**src/rtl/mcp3201_pkg.sv**
```systemverilog
// Frame constants and state encoding shared by both ends of the MCP3201 link.
package mcp3201_pkg;

    localparam int unsigned MCP3201_BITS  = 12;
    localparam int unsigned NULL_FALL     = 2;
    localparam int unsigned MSB_LAST_FALL = 14;
    localparam int unsigned LSB_LAST_FALL = 25;
    localparam int unsigned FALL_CNT_W    = 5;
    localparam int unsigned FALL_CNT_MAX  = 31;

    typedef enum logic [2:0] {
        ST_IDLE   = 3'd0,
        ST_SAMPLE = 3'd1,
        ST_MSB    = 3'd2,
        ST_LSB    = 3'd3,
        ST_ZERO   = 3'd4
    } state_e;

    // Saturating increment for the SCLK fall counter.
    function automatic logic [FALL_CNT_W-1:0] fall_inc(input logic [FALL_CNT_W-1:0] cnt);
        return (cnt == FALL_CNT_W'(FALL_CNT_MAX)) ? cnt : cnt + FALL_CNT_W'(1);
    endfunction

endpackage

```
**src/rtl/mcp3201_if.sv**
```systemverilog
// Pin and sample-side signals of the MCP3201 emulator.
interface mcp3201_if #(
    parameter int unsigned DATA_WIDTH = mcp3201_pkg::MCP3201_BITS
);
    logic [DATA_WIDTH-1:0] sample_in;
    logic                  sample_req;
    logic                  frame_done;
    logic                  frame_abort;
    logic                  cs_n_pin;
    logic                  sclk_pin;
    logic                  miso_pin;
    logic                  miso_oe;

    modport master (
        output sample_in, cs_n_pin, sclk_pin,
        input  sample_req, frame_done, frame_abort, miso_pin, miso_oe
    );

    modport slave (
        input  sample_in, cs_n_pin, sclk_pin,
        output sample_req, frame_done, frame_abort, miso_pin, miso_oe
    );
endinterface

```
**src/rtl/mcp3201_emu_pin_sync.sv**
```systemverilog
// Multi-stage synchronizer plus rise/fall detector for one asynchronous pin.
module pin_sync #(
    parameter int unsigned SYNC_STAGES = 2
) (
    input  logic clk,
    input  logic rst,
    input  logic pin,
    output logic rise_c,
    output logic fall_c
);

    logic [SYNC_STAGES-1:0] sync_q;
    logic                   prev_q;
    logic                   level;

    // Chain resets low so a pin already low at release never looks like a falling edge.
    always_ff @(posedge clk or negedge rst) begin
        if (!rst) begin
            sync_q <= '0;
            prev_q <= 1'b0;
        end else begin
            sync_q <= {sync_q[SYNC_STAGES-2:0], pin};
            prev_q <= sync_q[SYNC_STAGES-1];
        end
    end

    assign level  = sync_q[SYNC_STAGES-1];
    assign rise_c = level & ~prev_q;
    assign fall_c = ~level & prev_q;

endmodule

```
**src/rtl/mcp3201_emu.sv**
```systemverilog
// MCP3201 device-side emulator: null bit, MSB-first word, LSB-first tail, then zeros.
module mcp3201_emu
    import mcp3201_pkg::*;
#(
    parameter int unsigned DATA_WIDTH  = MCP3201_BITS,
    parameter int unsigned SYNC_STAGES = 2
) (
    input  logic      clk,
    input  logic      rst,
    mcp3201_if.slave  bus
);

    localparam int unsigned IDX_W = $clog2(DATA_WIDTH);
    localparam logic [FALL_CNT_W-1:0] F_NULL     = FALL_CNT_W'(NULL_FALL);
    localparam logic [FALL_CNT_W-1:0] F_MSB_LAST = FALL_CNT_W'(MSB_LAST_FALL);
    localparam logic [FALL_CNT_W-1:0] F_LSB_LAST = FALL_CNT_W'(LSB_LAST_FALL);

    logic cs_rise_c, cs_fall_c, sclk_rise_c, sclk_fall_c;

    pin_sync #(.SYNC_STAGES(SYNC_STAGES)) u_cs_sync (
        .clk    (clk),
        .rst    (rst),
        .pin    (bus.cs_n_pin),
        .rise_c (cs_rise_c),
        .fall_c (cs_fall_c)
    );

    pin_sync #(.SYNC_STAGES(SYNC_STAGES)) u_sclk_sync (
        .clk    (clk),
        .rst    (rst),
        .pin    (bus.sclk_pin),
        .rise_c (sclk_rise_c),
        .fall_c (sclk_fall_c)
    );

    state_e                  state_q, state_d;
    logic [DATA_WIDTH-1:0]   shift_q, shift_d;
    logic [FALL_CNT_W-1:0]   fall_q, fall_d, fall_nxt;
    logic                    captured_q, captured_d;
    logic                    miso_q, miso_d;
    logic                    oe_q, oe_d;
    logic                    req_q, req_d;
    logic                    done_q, done_d;
    logic                    abort_q, abort_d;
    logic [IDX_W-1:0]        bit_idx;

    // State and output registers.
    always_ff @(posedge clk or negedge rst) begin
        if (!rst) begin
            state_q    <= ST_IDLE;
            shift_q    <= '0;
            fall_q     <= '0;
            captured_q <= 1'b0;
            miso_q     <= 1'b0;
            oe_q       <= 1'b0;
            req_q      <= 1'b0;
            done_q     <= 1'b0;
            abort_q    <= 1'b0;
        end else begin
            state_q    <= state_d;
            shift_q    <= shift_d;
            fall_q     <= fall_d;
            captured_q <= captured_d;
            miso_q     <= miso_d;
            oe_q       <= oe_d;
            req_q      <= req_d;
            done_q     <= done_d;
            abort_q    <= abort_d;
        end
    end

    // Next-state and output logic; a CS rise outranks any SCLK edge in the same cycle.
    always_comb begin
        state_d    = state_q;
        shift_d    = shift_q;
        fall_d     = fall_q;
        captured_d = captured_q;
        miso_d     = miso_q;
        oe_d       = oe_q;
        req_d      = 1'b0;
        done_d     = 1'b0;
        abort_d    = 1'b0;
        fall_nxt   = fall_inc(fall_q);
        bit_idx    = '0;

        if (state_q == ST_IDLE) begin
            if (cs_fall_c) begin
                state_d    = ST_SAMPLE;
                fall_d     = '0;
                captured_d = 1'b0;
            end
        end else if (cs_rise_c) begin
            state_d = ST_IDLE;
            oe_d    = 1'b0;
            miso_d  = 1'b0;
            if (fall_q >= F_MSB_LAST) begin
                done_d = 1'b1;
            end else begin
                abort_d = 1'b1;
            end
        end else begin
            if (sclk_rise_c && !captured_q) begin
                shift_d    = bus.sample_in;
                captured_d = 1'b1;
                req_d      = 1'b1;
            end
            if (sclk_fall_c) begin
                fall_d = fall_nxt;
                unique case (state_q)
                    ST_SAMPLE: begin
                        if (fall_nxt == F_NULL) begin
                            oe_d    = 1'b1;
                            miso_d  = 1'b0;
                            state_d = ST_MSB;
                        end
                    end
                    ST_MSB: begin
                        bit_idx = IDX_W'(F_MSB_LAST - fall_nxt);
                        miso_d  = shift_q[bit_idx];
                        if (fall_nxt == F_MSB_LAST) begin
                            state_d = ST_LSB;
                        end
                    end
                    ST_LSB: begin
                        bit_idx = IDX_W'(fall_nxt - F_MSB_LAST);
                        miso_d  = shift_q[bit_idx];
                        if (fall_nxt == F_LSB_LAST) begin
                            state_d = ST_ZERO;
                        end
                    end
                    ST_ZERO: begin
                        miso_d = 1'b0;
                    end
                    default: begin
                        state_d = ST_IDLE;
                    end
                endcase
            end
        end
    end

    assign bus.miso_pin    = miso_q;
    assign bus.miso_oe     = oe_q;
    assign bus.sample_req  = req_q;
    assign bus.frame_done  = done_q;
    assign bus.frame_abort = abort_q;

endmodule

```
**src/flat_wrapper.sv**
```systemverilog
// flat-port wrapper written by rule: the top's interface ports become plain ports
module mcp3201_emu_flat import mcp3201_pkg::*;
#(
    parameter int unsigned DATA_WIDTH  = MCP3201_BITS,
    parameter int unsigned SYNC_STAGES = 2
)
  (clk, rst, bus_sample_in, bus_cs_n_pin, bus_sclk_pin, bus_sample_req, bus_frame_done, bus_frame_abort, bus_miso_pin, bus_miso_oe);
  mcp3201_if #(.DATA_WIDTH(DATA_WIDTH)) bus_i ();
  input  logic clk;
  input  logic rst;
  input wire logic [$bits(bus_i.sample_in)-1:0] bus_sample_in;
  input wire logic [$bits(bus_i.cs_n_pin)-1:0] bus_cs_n_pin;
  input wire logic [$bits(bus_i.sclk_pin)-1:0] bus_sclk_pin;
  output wire logic [$bits(bus_i.sample_req)-1:0] bus_sample_req;
  output wire logic [$bits(bus_i.frame_done)-1:0] bus_frame_done;
  output wire logic [$bits(bus_i.frame_abort)-1:0] bus_frame_abort;
  output wire logic [$bits(bus_i.miso_pin)-1:0] bus_miso_pin;
  output wire logic [$bits(bus_i.miso_oe)-1:0] bus_miso_oe;
  assign bus_i.sample_in = bus_sample_in;
  assign bus_i.cs_n_pin = bus_cs_n_pin;
  assign bus_i.sclk_pin = bus_sclk_pin;
  assign bus_sample_req = bus_i.sample_req;
  assign bus_frame_done = bus_i.frame_done;
  assign bus_frame_abort = bus_i.frame_abort;
  assign bus_miso_pin = bus_i.miso_pin;
  assign bus_miso_oe = bus_i.miso_oe;
  mcp3201_emu #(.DATA_WIDTH(DATA_WIDTH), .SYNC_STAGES(SYNC_STAGES)) u_core (.clk(clk), .rst(rst), .bus(bus_i));
endmodule
```
**config.mk**
```make
export PLATFORM = sky130hd
export DESIGN_NAME = mcp3201_emu_flat
export DESIGN_NICKNAME = d
export VERILOG_FILES = /design/src/rtl/mcp3201_pkg.sv /design/src/rtl/mcp3201_if.sv /design/src/rtl/mcp3201_emu_pin_sync.sv /design/src/rtl/mcp3201_emu.sv /design/src/flat_wrapper.sv
export SDC_FILE = /design/constraint.sdc
export NUM_CORES = 1
export LEC_CHECK = 0
export ABC_AREA = 1
export BUFFER_PORTS_ARGS = -buffer_cell sky130_fd_sc_hd__buf_2
export CAP_MARGIN = 20
export CORE_ASPECT_RATIO = 0.9
export CORE_MARGIN = 3
export CORE_UTILIZATION = 52
export CTS_CLUSTER_DIAMETER = 200
export DETAILED_ROUTE_END_ITERATION = 12
export PLACE_DENSITY = 0.86
export SYNTH_ARGS = -nofsm -noshare
export SYNTH_HDL_FRONTEND = slang
export SYNTH_SLANG_ARGS = --single-unit
```
**constraint.sdc**
```tcl
create_clock -name clk -period 1.8 [get_ports clk]
set_input_delay 0.36 -clock clk [delete_from_list [all_inputs] [get_ports clk]]
set_output_delay 0.36 -clock clk [all_outputs]
set_load 0.02 [all_outputs]
```
# Yosys cells after proc, flatten, opt, wreduce, memory -nomap -nowiden
# Cells that the tools add are included.
word_totals:
  register_bits: 32
  out_inout_bits: 5
  elab_cells: 98
  inputBits: 16
op_classes:
  bitwise: 10
  addsub: 3
  n_lt_le_gt_ge: 3
  eq_ne: 15
  muxes: 38
  n_reduce_logical: 16
op_table:
  columns: ["cell", "count"]
  rows:
  - ["2-to-1 mux 5 bit", 5]
  - ["2-to-1 mux 1 bit", 22]
  - ["2-to-1 mux 3 bit", 7]
  - ["inequality test 4 x 1 -> 1 bit (second input constant)", 3]
  - ["one-hot mux 3 bit (4 select lines)", 1]
  - ["== test 5 bit (second input constant)", 2]
  - ["< comparator 4 x 5 -> 1 bit (second input constant)", 2]
  - ["nonzero test 2 bit", 5]
  - ["AND reduction 3 bit", 3]
  - ["binary-select mux 1 bit (select 4 bit)", 2]
  - ["AND reduction 4 bit", 2]
  - ["== test 3 x 2 -> 1 bit (second input constant)", 2]
  - ["inequality test 3 x 1 -> 1 bit (second input constant)", 2]
  - ["inverter 1 bit", 6]
  - ["AND reduction 6 bit", 1]
  - ["adder 5 x 1 -> 5 bit (second input constant)", 1]
  - ["== test 5 x 2 -> 1 bit (second input constant)", 1]
  - ["== test 5 x 4 -> 1 bit (second input constant)", 1]
  - [">= comparator 5 x 4 -> 1 bit (second input constant)", 1]
  - ["nonzero test 5 bit", 1]
  - ["AND 1 bit", 4]
  - ["one-hot mux 1 bit (4 select lines)", 1]
  - ["subtractor 4 bit (first input constant)", 1]
  - ["subtractor 4 bit (second input constant)", 1]
  - ["8 further kinds", 8]

# Longest topological paths before layout
depth:
  word_depth: 8
  depth_mapped: 17

# Modules after synthesis
# Synthesis repeated with hierarchy kept, for this count alone.
unflattened:
  cells_unflattened: 238
  area_unflattened_um2: 1794.2
modules_own_cells:
  columns: ["mod", "cells_each", "area_each_um2", "n_inst", "seq_area_each_um2"]
  rows:
  - ["mcp3201_emu", 224, 1614.0, 1, 650.6]
  - ["pin_sync", 7, 90.1, 2, 75.1]

# Worst setup path after synthesis
# Ideal clock, no wire load.
synth_path:
  kind: "register -> register"
  from: "register u_core.fall_q[0]"
  to: "register u_core.miso_q, in the netlist u_core.bus.miso_pin"
  stages_incl_launch_ff: 16
  required_time_ps: 1683
  path_slack_ps: -194
  period_less_slack_ps: 1994
  n_path_buf: 0
  t_arrival_ps: 1877
  path_cell_list: "dfrtp_1 -> ha_1 -> inv_1 -> nor2_2 -> nand3_1 -> nand2_4 -> inv_2 -> ha_1 -> xnor2_1 -> nand3_1 -> nand2_1 -> nand2_1 -> nand2_1 -> nand2_1 -> nand2_1 -> nand2_1"
synth_between:
  elab_chain_cells: 8
synth_lines:
  columns: ["item", "line", "source"]
  rows:
  - ["from (decl)", "mcp3201_emu.sv:38", "logic [FALL_CNT_W-1:0] fall_q, fall_d, fall_nxt;"]
  - ["from (signal assigned)", "mcp3201_emu.sv:62", "fall_q <= fall_d;"]
  - ["adder 5 x 1 -> 5 bit or == test 5 bit (tied branches)", "mcp3201_pkg.sv:21", "return (cnt == FALL_CNT_W'(FALL_CNT_MAX)) ? cnt : cnt + FALL_CNT_W'(1);"]
  - ["2-to-1 mux 5 bit (*)", "mcp3201_pkg.sv:21", null]
  - ["subtractor 4 bit (on tied branches)", "mcp3201_emu.sv:125, mcp3201_emu.sv:118", null]
  - ["binary-select mux 1 bit (select 4 bit) (on tied branches)", "mcp3201_emu.sv:126, mcp3201_emu.sv:119", null]
  - ["2-to-1 mux 1 bit (on tied branches)", "mcp3201_emu.sv:126, mcp3201_emu.sv:119", null]
  - ["one-hot mux 1 bit (4 select lines)", "mcp3201_emu.sv:109", "unique case (state_q)"]
  - ["2-to-1 mux 1 bit", "mcp3201_emu.sv:107", "if (sclk_fall_c) begin"]
  - ["2-to-1 mux 1 bit", "mcp3201_emu.sv:92", "end else if (cs_rise_c) begin"]
  - ["to (signal assigned)", "mcp3201_emu.sv:64", "miso_q <= miso_d;"]
  - ["to (decl)", "mcp3201_emu.sv:40", "logic miso_q, miso_d;"]
# Every way passes the cells marked *; elsewhere a longest branch is shown, timed or not. The select of a mux whose other input is x is not followed.
# A chain may end at the register's enable or synchronous reset.

# Worst setup path after layout
layout_path:
  from: "register u_core.fall_q[1]"
  to: "register u_core.state_q[1]"
layout_between:
  elab_chain_cells: 5
layout_lines:
  columns: ["item", "line", "source"]
  rows:
  - ["adder 5 x 1 -> 5 bit or == test 5 bit (tied branches)", "mcp3201_pkg.sv:21", null]
  - ["2-to-1 mux 5 bit (*)", "mcp3201_pkg.sv:21", null]
  - ["== test 5 bit (tied with other cells)", "mcp3201_emu.sv:127", "if (fall_nxt == F_LSB_LAST) begin"]
  - ["inequality test 4 x 1 -> 1 bit (no line)", null, null]
  - ["AND reduction 6 bit (no line) (*)", null, null]
  - ["to (signal assigned)", "mcp3201_emu.sv:60", "state_q <= state_d;"]
  - ["to (decl)", "mcp3201_emu.sv:36", "state_e state_q, state_d;"]
# Every way passes the cells marked *; elsewhere a longest branch is shown, timed or not.

==> results by group <==
Outcome
  – Result of the run: finished with violations
  – Violated checks: negative setup slack

Floorplan
  – DIE AREA: 4226 sq um
  – Total I/O pin count: 21
  – Horizontal die dimension: 68.20 um
  – Cell Rows: 19
  – Die Span Y: 61.98 um
  – Starting density of the core: 0.5683
  – Core outline area: 3186 sq um

Routing
  – Via Count: 1757
  – Drt total wl: 4.342 mm
  – Wire per inst: 13.12 um
  – Routed Antenna Nets: 0
  – DRC: 0
  – Number of optimization iterations in the first detailed-route pass: 4
  – Routed via count divided by cell count: 5.308
  – Starting DRC count in detailed routing: 100

Clock network
  – Clk root buf: sky130_fd_sc_hd__clkbuf_8
  – Clock slew at the register clock pins of the worst setup and hold paths: 0.06 ns
  – Worst-Skew Late Latency: 0.28 ns
  – Hold Buf Count CTS: 0
  – Number of clock sinks seen by CTS: 32
  – TritonCTS clock tree: yes
  – Level count of the clock H-tree: 2
  – Number of buffers created by CTS: 5
  – Maximum buffer depth of the clock tree: 2

STA
  – Achievable frequency: 0.5122 GHz
  – Final setup violation count: 5
  – Fin crit period: 1.952 ns
  – Worst clock skew on the final layout: 0.005628 ns
  – Fin crit share: 1.085
  – Number of hold-slack violations in the final timing report: 0
  – Slew Viols, Final: 0
  – Worst hold slack after final layout: 0.1112 ns
  – Relative slew slack: 0.5485
  – Setup slack after layout: -0.1523 ns
  – RSZ-0062 raised after global routing: true
  – Worst-margin pin slew: 0.6772 ns

GRT
  – Maximum number of pins on one net before global-route repair: 33
  – Global-route wire length before repair: 7.293 mm
  – Number of antenna violations at the first check in global routing: 0
  – Total global routing track utilization: 0.2394
  – Routing usage on met1: 0.3001
  – Most Crowded Layer GR: met2
  – Met2 global-route usage: 0.3874
  – Met3 Track Usage GR: 0.06655
  – Total grt overflow: 0
  – Via count of the first global-routing pass: 1649

Synthesis
  – Cells after Synth: 234
  – Avg Inst Size Synth: 7.737 sq um
  – Synth Register Bits: 32
  – Distinct cell type count of the synthesized netlist: 26
  – Portion of the post-synthesis area used by sequential elements: 0.4423
  – Cell area after synthesis: 1810 sq um
  – Total of warnings raised by yosys: 0
  – Post-Syn Nets: 256

Setup path
  – Critical path fanouts, max: 5
  – Startpoint class of the critical path: register
  – Cell with the largest stage delay on the worst path: sky130_fd_sc_hd__dfrtp_1
  – Data required time of the worst path: 2.02 ns
  – Critical path start-end classification: reg2reg
  – Critical Path End Type: register
  – Data arrival time of the worst path: 2.17 ns
  – CP Cell Sequence: ha_4 > inv_4 > nor2_4 > nand3_2 > nand2_4 > inv_4 > ha_4 > inv_2 > nor2_4 > nand3_2 > nand2_2 > o21ai_1 > inv_2 > nand2_2 > nand2_1 > nand2_1
  – Largest stage delay on the critical path: 0.42 ns

Placement
  – Routability Congestion: 0.9405
  – Post-DP HPWL: 3.118 mm
  – I/O Buffers: 20

Cells and area
  – Antenna diode count: 0
  – Most common cell after layout, fill and taps aside: sky130_fd_sc_hd__nand2_1
  – Most frequent cells in the layout: sky130_fd_sc_hd__nand2_1, sky130_fd_sc_hd__nand3_1, sky130_fd_sc_hd__dfrtp_1
  – Fraction of layout cells with a size suffix above 1: 0.3529
  – Synth-to-layout area growth: 34.90%
  – Final core utilization: 0.7667
  – Count of nets after finishing: 310

Worst hold path
  – Type of the worst min-delay path: in2async

Power
  – Maximum ir drop on the vdd rail: 0.001034 V
  – Total power per unit cell area: 1702 nW/um^2
  – Leak Pwr: 1.262 nW

Job
  – Max_cap viols: 0
==> per-layer routing <==
metal,routed length [um],vias up
li1,-,861
met1,1827,834
met2,2198,56
met3,261,6
met4,55,0
met5,0,-
==> through the flow <==
| stage | power [W] | instance area [sq um] | TNS [ns] | cells | setup WS, ns |
|---|---|---|---|---|---|
| after floorplan | 0.002557 | 1898 | -0.2399 | 234 | -0.06527 |
| after global placement | 0.003183 | 2228 | -0.4439 | 319 | -0.1449 |
| after detailed placement | 0.003227 | 2228 | -0.6317 | 319 | -0.1563 |
| after CTS | 0.004078 | 2416 | -0.4705 | 330 | -0.1209 |
| after global routing | 0.004493 | 2442 | -1.212 | 331 | -0.2804 |
| final | 0.004158 | 2442 | -0.6044 | 331 | -0.1523 |
==> worst paths after layout <==
check                                           start                         end  slack (ns)  cells past startpoint
min in group clk                         bus_cs_n_pin  u_core.u_cs_sync.sync_q[0]        0.18                      1
min                                               rst       u_core.bus.sample_req        0.11                      1
max in group asynchronous                         rst            u_core.fall_q[0]        1.22                      1
max                                  u_core.fall_q[1]           u_core.state_q[1]       -0.15                     16
min reg2reg                u_core.u_cs_sync.sync_q[0]  u_core.u_cs_sync.sync_q[1]        0.35                      0
max reg2reg                          u_core.fall_q[1]           u_core.state_q[1]       -0.15                     16
==> critical path, delay by kind of cell (launching register included) <==
kind	cells	cell delay [ns]
buffers and inverters	4	0.23
adders and majority gates	2	0.35
DFF	1	0.42
AOI/OAI and AO/OA	1	0.17
and+or+nand+nor	9	0.72
==> power breakdown <==
part | internal, W | switching [W] | total (W) | leakage [nW]
sequential | 0.000947 | 0.000134 | 0.00108 | 0.403
clock | 0.000410 | 0.000249 | 0.000658 | 0.0552
combinational | 0.00103 | 0.00139 | 0.00242 | 0.803
total | 0.00239 | 0.00177 | 0.00416 | 1.26
==> cells by family (layout without fill, tap and decap cells) <==
logic type | count (synthesis) | in the layout | synth area share
and+or+nand+nor | 132 | 132 | 0.3455
DFF | 32 | 32 | 0.4423
AOI/OAI and AO/OA | 24 | 24 | 0.07533
buffers and inverters | 36 | 91 | 0.07602
adders and majority gates | 6 | 6 | 0.04146
xor gates and xnor gates | 4 | 4 | 0.01935
==> final cells by class <==
class                   instances  area [sq um]
clock buffers                   6         72.57
clock inverters                 2         35.03
fillers                       217         743.2
inverters                      34         132.6
multi-input cells             166          1017
flip-flops and latches         32         802.0
well taps                      42         52.55
repair buffers                 49         330.3
==> timing repair <==
| item | 4_1_cts | 5_1_grt |
|---|---|---|
| endpoints found under the hold margin | 0 | 0 |
| pin swaps | 5 | 6 |
| gates resized for setup | 9 | 5 |
| buffers inserted | 3 | 1 |
| endpoints found under the setup margin | 5 | 5 |
==> cells in the mapped netlist <==
cell type / n / share of area
sky130_fd_sc_hd__a21oi_1: 2 / 0.0055
sky130_fd_sc_hd__a21oi_2: 1 / 0.0048
sky130_fd_sc_hd__a31o_2: 1 / 0.0048
sky130_fd_sc_hd__buf_2: 2 / 0.0055
sky130_fd_sc_hd__dfrtp_1: 32 / 0.44
sky130_fd_sc_hd__ha_1: 6 / 0.041
sky130_fd_sc_hd__inv_1: 31 / 0.064
sky130_fd_sc_hd__inv_2: 3 / 0.0062
sky130_fd_sc_hd__nand2_1: 61 / 0.13
sky130_fd_sc_hd__nand2_2: 9 / 0.031
sky130_fd_sc_hd__nand2_4: 2 / 0.012
sky130_fd_sc_hd__nand3_1: 38 / 0.11
sky130_fd_sc_hd__nand3_2: 1 / 0.0055
sky130_fd_sc_hd__nand4_1: 1 / 0.0035
sky130_fd_sc_hd__nand4_2: 1 / 0.0069
sky130_fd_sc_hd__nor2_1: 10 / 0.021
sky130_fd_sc_hd__nor2_2: 3 / 0.010
sky130_fd_sc_hd__nor2_4: 2 / 0.012
sky130_fd_sc_hd__nor3_1: 4 / 0.011
sky130_fd_sc_hd__o21a_1: 1 / 0.0041
sky130_fd_sc_hd__o21ai_0: 13 / 0.036
sky130_fd_sc_hd__o21ai_1: 2 / 0.0055
sky130_fd_sc_hd__o21bai_1: 1 / 0.0041
sky130_fd_sc_hd__o22ai_1: 3 / 0.010
sky130_fd_sc_hd__xnor2_1: 1 / 0.0048
sky130_fd_sc_hd__xor2_1: 3 / 0.015
==> sequential cells by signal, summed over array words and instances (netlist names) <==
name	count
u_core.shift_q	12
u_core.fall_q	5
u_core.state_q	3
u_core.u_cs_sync.sync_q	2
u_core.u_sclk_sync.sync_q	2
u_core.bus.frame_abort	1
u_core.bus.frame_done	1
u_core.bus.miso_oe	1
u_core.bus.miso_pin	1
u_core.bus.sample_req	1
u_core.captured_q	1
u_core.u_cs_sync.prev_q	1
u_core.u_sclk_sync.prev_q	1
Power figures use the tool's default switching activity.
